===== config.mk =====
export PLATFORM = sky130hd
export DESIGN_NAME = input_layer_fifo
export DESIGN_NICKNAME = d
export VERILOG_FILES = /design/src/rtl/input_layer_fifo.sv
export SDC_FILE = /design/constraint.sdc
export NUM_CORES = 1
export LEC_CHECK = 0
export CORE_MARGIN = 4
export CORE_UTILIZATION = 36
export CTS_BUF_LIST = sky130_fd_sc_hd__clkbuf_8
export DETAILED_ROUTE_END_ITERATION = 16
export GPL_ROUTABILITY_DRIVEN = 1
export HOLD_SLACK_MARGIN = 0.03
export PLACE_DENSITY = 0.56
export SETUP_SLACK_MARGIN = 0.1
export SLEW_MARGIN = 20
export SYNTH_ARGS = -nofsm -noshare
export SYNTH_HDL_FRONTEND = slang
export SYNTH_SLANG_ARGS = --single-unit

===== constraint.sdc =====
create_clock -name clk -period 5.5 [get_ports clk]
set_input_delay 1.1 -clock clk [delete_from_list [all_inputs] [get_ports clk]]
set_output_delay 1.1 -clock clk [all_outputs]
set_load 0.01 [all_outputs]

===== src/rtl/input_layer_fifo.sv =====
// ============================================================================
// input_layer_fifo
//
// Buffered input stage of the array neural network. Each NCH-lane input
// vector is converted lane by lane from the external signed fixed-point
// format to the network format. The conversion rounds half up and
// saturates. Converted vectors are held in a DEPTH-entry first-word
// fall-through FIFO until the first hidden layer takes them.
//
// Parameters
//   DWIDTH  network data width per lane (signed)
//   frac    network fraction bits
//   IWIDTH  external sample width per lane (signed)
//   IFRAC   external fraction bits
//   NCH     number of lanes (>= 1)
//   DEPTH   FIFO entries (power of two, >= 2)
//
// Ports
//   clk        rising-edge clock for all state
//   rst        asynchronous active-low reset
//   in_valid   input vector valid
//   in_ready   block can accept a vector (registered count only)
//   in_data    lane k at [k*IWIDTH +: IWIDTH]
//   out_valid  head vector valid (registered count only)
//   out_ready  downstream accepts the head vector
//   out_data   lane k at [k*DWIDTH +: DWIDTH], zero while empty
//   count      number of stored vectors
//   sat_flag   sticky, a lane saturated on an accepted write
//   clr_sat    clears sat_flag (a simultaneous new saturation wins)
// ============================================================================
module input_layer_fifo #(
    parameter int DWIDTH = 32,
    parameter int frac   = 24,
    parameter int IWIDTH = 16,
    parameter int IFRAC  = 8,
    parameter int NCH    = 2,
    parameter int DEPTH  = 4
) (
    input  logic                       clk,
    input  logic                       rst,
    input  logic                       in_valid,
    output logic                       in_ready,
    input  logic [NCH*IWIDTH-1:0]      in_data,
    output logic                       out_valid,
    input  logic                       out_ready,
    output logic [NCH*DWIDTH-1:0]      out_data,
    output logic [$clog2(DEPTH+1)-1:0] count,
    output logic                       sat_flag,
    input  logic                       clr_sat
);

    // A positive shift scales up. A negative shift scales down with rounding.
    localparam int S    = frac - IFRAC;
    localparam int SABS = (S < 0) ? -S : S;

    // This width holds the sign-extended sample after the full shift or the
    // rounding add. It also holds both saturation limits. No intermediate
    // value can overflow it.
    localparam int WA = IWIDTH + SABS + 2;
    localparam int WW = (WA > DWIDTH + 2) ? WA : DWIDTH + 2;

    localparam int AW = $clog2(DEPTH);
    localparam int CW = $clog2(DEPTH + 1);

    localparam logic signed [WW-1:0] MAXV = {{(WW-DWIDTH+1){1'b0}}, {(DWIDTH-1){1'b1}}};
    localparam logic signed [WW-1:0] MINV = {{(WW-DWIDTH+1){1'b1}}, {(DWIDTH-1){1'b0}}};

    logic [NCH*DWIDTH-1:0] conv_data;
    logic [NCH-1:0]        lane_sat;
    logic                  any_sat;

    logic [NCH*DWIDTH-1:0] mem [DEPTH];
    logic [AW-1:0]         wr_ptr;
    logic [AW-1:0]         rd_ptr;
    logic                  push;
    logic                  pop;

    // Per-lane format conversion. It is purely combinational and works on
    // the raw input, so the FIFO stores vectors that are already converted.
    for (genvar k = 0; k < NCH; k++) begin : g_lane
        logic [IWIDTH-1:0]     raw;
        logic signed [WW-1:0]  ext;
        logic signed [WW-1:0]  scaled;

        assign raw = in_data[k*IWIDTH +: IWIDTH];
        assign ext = {{(WW-IWIDTH){raw[IWIDTH-1]}}, raw};

        if (S >= 0) begin : g_up
            assign scaled = ext <<< S;
        end else begin : g_down
            // Adding half an output LSB before the arithmetic shift gives
            // round half up, toward +infinity on exact ties.
            localparam int SH = -S;
            logic signed [WW-1:0] rnd;
            assign rnd    = {{(WW-1){1'b0}}, 1'b1} <<< (SH - 1);
            assign scaled = (ext + rnd) >>> SH;
        end

        assign lane_sat[k] = (scaled > MAXV) || (scaled < MINV);
        assign conv_data[k*DWIDTH +: DWIDTH] =
            (scaled > MAXV) ? MAXV[DWIDTH-1:0] :
            (scaled < MINV) ? MINV[DWIDTH-1:0] :
                              scaled[DWIDTH-1:0];
    end

    assign any_sat = |lane_sat;

    // The handshakes depend only on the registered count. This keeps
    // out_ready from reaching in_ready combinationally.
    assign in_ready  = (count != CW'(DEPTH));
    assign out_valid = (count != '0);
    assign push      = in_valid & in_ready;
    assign pop       = out_valid & out_ready;

    // First-word fall-through head. Stale memory is masked while empty.
    assign out_data = out_valid ? mem[rd_ptr] : '0;

    // Storage is not reset. An empty FIFO never exposes its contents.
    always_ff @(posedge clk) begin
        if (push) begin
            mem[wr_ptr] <= conv_data;
        end
    end

    // Pointers and occupancy. DEPTH is a power of two, so the pointers wrap
    // naturally. Push while full and pop while empty are impossible because
    // push and pop are already qualified by in_ready and out_valid.
    always_ff @(posedge clk or negedge rst) begin
        if (!rst) begin
            wr_ptr <= '0;
            rd_ptr <= '0;
            count  <= '0;
        end else begin
            if (push) begin
                wr_ptr <= wr_ptr + AW'(1);
            end
            if (pop) begin
                rd_ptr <= rd_ptr + AW'(1);
            end
            case ({push, pop})
                2'b10:   count <= count + CW'(1);
                2'b01:   count <= count - CW'(1);
                default: count <= count;
            endcase
        end
    end

    // Sticky saturation indicator. Only accepted writes can set it. A new
    // saturation takes priority over a clear in the same cycle.
    always_ff @(posedge clk or negedge rst) begin
        if (!rst) begin
            sat_flag <= 1'b0;
        end else if (push && any_sat) begin
            sat_flag <= 1'b1;
        end else if (clr_sat) begin
            sat_flag <= 1'b0;
        end
    end

endmodule

==> metrics.txt <==
# TYPE chip_impl_metric gauge
chip_impl_info{name="outcome",value="finished, final reports clean"} 1
chip_impl_metric{name="groute.layer.met3.usage",unit="%"} 4.43
chip_impl_metric{name="peak_vdd_ir",unit="uV"} 310
chip_impl_metric{name="drive_gt1_share",unit="%"} 18.8
chip_impl_info{name="most_common_library_cell_in_the_layout_ignoring_fill_and_taps",value="edfxtp_1"} 1
chip_impl_metric{name="max_fanout_on_critical_path",unit=""} 24
chip_impl_info{name="critPathKind",value="reg -> out"} 1
chip_impl_metric{name="dp_area",unit="mm2"} 0.00629
chip_impl_metric{name="timing.critical_path.required",unit="ns"} 4.40
chip_impl_info{name="cts-root-buf",value="clkbuf_8"} 1
chip_impl_metric{name="grt_pass1_wl",unit="um"} 15200
chip_impl_metric{name="nets",unit=""} 399
chip_impl_metric{name="post-route-cell-area",unit="mm2"} 0.00664
chip_impl_metric{name="post_drt_wl_per_cell",unit="um"} 17.5
chip_impl_metric{name="period_needed",unit="ns"} 4.04
chip_impl_metric{name="timing.critical_path.slowest_cell_delay",unit="ns"} 0.93
chip_impl_metric{name="grt_max_degree",unit=""} 34
chip_impl_metric{name="cts.clk_slew.worst_paths",unit="ns"} 0.07
chip_impl_metric{name="number_of_max_cap_violations",unit=""} 0
chip_impl_metric{name="synth_seq_area_share",unit="%"} 72.5
chip_impl_metric{name="detailed_place_hpwl",unit="um"} 5580
chip_impl_metric{name="post_cts_hold_buffer_count",unit=""} 0
chip_impl_metric{name="ctsLongestPathBuffers",unit=""} 2
chip_impl_metric{name="insertedDiodeCount",unit=""} 0
chip_impl_metric{name="power.density",unit="mW/mm2"} 535
chip_impl_metric{name="synth_area",unit="mm2"} 0.00554
chip_impl_metric{name="finalHoldViolCount",unit=""} 0
chip_impl_metric{name="grt_usage",unit="%"} 11.7
chip_impl_metric{name="use_met2",unit="%"} 19.3
chip_impl_metric{name="synthesis.instances",unit=""} 276
chip_impl_metric{name="cts.repair_timing.setup_buffer_count",unit=""} 0
chip_impl_metric{name="worst-slew-pin-transition",unit="ns"} 0.946
chip_impl_metric{name="die_width",unit="um"} 132
chip_impl_metric{name="grt_antenna_before_repair",unit=""} 0
chip_impl_metric{name="post_detailed_route_via_to_cell_ratio",unit=""} 4.57
chip_impl_metric{name="timing.fmax",unit="GHz"} 0.248
chip_impl_metric{name="gr-usage-met1",unit="%"} 13.6
chip_impl_metric{name="synth-seq-cells",unit=""} 135
chip_impl_metric{name="worst_skew_pair.late_latency",unit="ns"} 0.43
chip_impl_info{name="global_route.peak_usage_layer",value="met2"} 1
chip_impl_metric{name="p_leak",unit="nW"} 2.26
chip_impl_metric{name="first_global_vias",unit=""} 2787
chip_impl_metric{name="cts_inserted_buffers",unit=""} 17
chip_impl_metric{name="initialDrtViolationCount",unit=""} 112
chip_impl_metric{name="flow.area_growth_from_synthesis",unit="%"} 19.8
chip_impl_info{name="hold_class",value="reg -> reg"} 1
chip_impl_metric{name="die-area",unit="mm2"} 0.0174
chip_impl_info{name="critical_path.startpoint_type",value="flip-flop"} 1
chip_impl_info{name="endpoint_kind",value="output pin"} 1
chip_impl_metric{name="slew_headroom",unit="%"} 36.9
chip_impl_info{name="critPathSlowestCell",value="dfrtp_2"} 1
chip_impl_metric{name="boundaryPins",unit=""} 107
chip_impl_metric{name="core_area",unit="mm2"} 0.0151
chip_impl_metric{name="timing_max_transition_violations_final",unit=""} 0
chip_impl_metric{name="clock_sinks",unit=""} 135
chip_impl_metric{name="cts_resized",unit=""} 0
chip_impl_metric{name="yosysWarningCount",unit=""} 0
chip_impl_metric{name="htree_num_levels",unit=""} 4
chip_impl_info{name="grt_setup_unrepaired",value="false"} 1
chip_impl_metric{name="grt_remaining_overflow",unit=""} 0
chip_impl_metric{name="finClkSkew",unit="ns"} 0.0113
chip_impl_metric{name="portBuffers",unit=""} 72
chip_impl_metric{name="cp_data_arrival_time",unit="ns"} 2.94
chip_impl_metric{name="finalCritPeriodShare",unit="%"} 73.5
chip_impl_metric{name="drt.antenna.violating_nets",unit=""} 0
chip_impl_metric{name="post_synth.cell_area_avg",unit="um2"} 20.1
chip_impl_metric{name="report.final.setup_viol",unit=""} 0
chip_impl_metric{name="detail_route.wirelength",unit="um"} 9760
chip_impl_metric{name="drc",unit=""} 0
chip_impl_info{name="cts_tree",value="yes"} 1
chip_impl_metric{name="synthDistinctLibCells",unit=""} 25
chip_impl_metric{name="die_h",unit="um"} 132
chip_impl_metric{name="drt-pass1-iter-count",unit=""} 4
chip_impl_info{name="final_cell_mix",value="128 x edfxtp_1, 72 x clkdlybuf4s50_1, 33 x and2_1, 33 x conb_1, 32 x mux4_2"} 1
chip_impl_metric{name="globalplace.congestion",unit=""} 0.660
chip_impl_metric{name="setup-tns-final",unit="ns"} 0
chip_impl_metric{name="via_count",unit=""} 2539
chip_impl_metric{name="row_count",unit=""} 45
chip_impl_info{name="crit_chain",value="buf_4 -> mux4_2 -> and2_1 -> clkdlybuf4s50_1"} 1
chip_impl_metric{name="initial_core_util",unit="%"} 36.6
==> worst max-delay path: cells and delay by family, from the launching register on <==
family	cells	cell delay, ns
buf+inv	2	0.87
flops	1	0.93
mux	1	0.53
simple gates	1	0.18
==> power breakdown <==
group / internal, mW / total (mW) / switching, mW
logic: 0.756 / 1.29 / 0.530
clock network: 0.387 / 0.743 / 0.355
registers: 1.37 / 1.52 / 0.159
==> flip-flops by register name, summed over array words and instances, names as in the netlist <==
signal,cells
mem,128
count,3
rd_ptr,2
wr_ptr,2
==> cell type report <==
type | count | area [um2]
clock buffers | 17 | 234
fillers | 1325 | 8500
well taps | 188 | 235
clock inverters | 14 | 120
repair buffers | 74 | 736
inverters | 6 | 22.5
multi-input cells | 122 | 1270
flip-flops and latches | 135 | 4020
==> cells in the mapped netlist <==
library cell	n	area share, %
edfxtp_1	128	69
and2_1	33	3.7
buf_4	33	4.5
mux4_2	32	13
dfrtp_1	7	3.2
inv_1	6	0.41
clkbuf_1	5	0.34
ha_1	5	1.1
and3_2	4	0.54
buf_2	3	0.27
xnor2_1	3	0.47
xor2_1	3	0.47
buf_12	2	0.72
and2_4	1	0.16
buf_6	1	0.20
buf_8	1	0.27
conb_1	1	0.068
fa_1	1	0.36
mux2_4	1	0.27
nand2_1	1	0.068
nand3_1	1	0.090
nor2_1	1	0.068
o21ai_0	1	0.090
or3_1	1	0.11
or3b_4	1	0.20
==> cells by family after synthesis <==
group	share of synthesized area (%)
flip-flops	72.5
buffers and inverters	6.68
AND/OR/NAND/NOR	4.96
multiplexers	13.3
adder cells (fa/ha/maj)	1.49
XOR/XNOR	0.948
other	0.0676
AO/OA/AOI/OAI	0.0902
==> layer usage <==
| layer | up-vias | part of all wire [%] |
|---|---|---|
| met5 | - | 0 |
| met4 | 0 | 1.7 |
| met3 | 15 | 6.1 |
| met2 | 97 | 51 |
| met1 | 1273 | 42 |
| li1 | 1154 | - |
==> final timing paths <==
kind,start,endpoint,slack [ns],cells past startpoint
setup / recovery,rd_ptr[0],out_data[23],1.46,4
hold / removal,count[2],count[2],0.54,1
setup reg to reg,count[0],count[2],2.83,9
hold reg to reg,count[2],count[2],0.54,1
max in group asynchronous,rst,rd_ptr[1],4.32,1
min in group asynchronous,rst,count[1],0.92,1
==> stage by stage <==
stage | setup WS (ns) | power, mW | hold slack (ns) | cells | utilization, %
6_report | 1.46 | 3.55 | 0.535 | 556 | 43.9
3_3_place_gp | 1.83 | 2.86 | 0.504 | 525 | 41.5
2_1_floorplan | 3.06 | 2.30 | 0.528 | 308 | -
4_1_cts | 1.30 | 3.63 | 0.540 | 556 | 43.9
5_1_grt | 1.20 | 3.76 | 0.567 | 556 | 43.9
3_5_place_dp | 1.80 | 2.87 | 0.524 | 525 | 41.5
No activity file was read; power rests on OpenSTA's default activity.
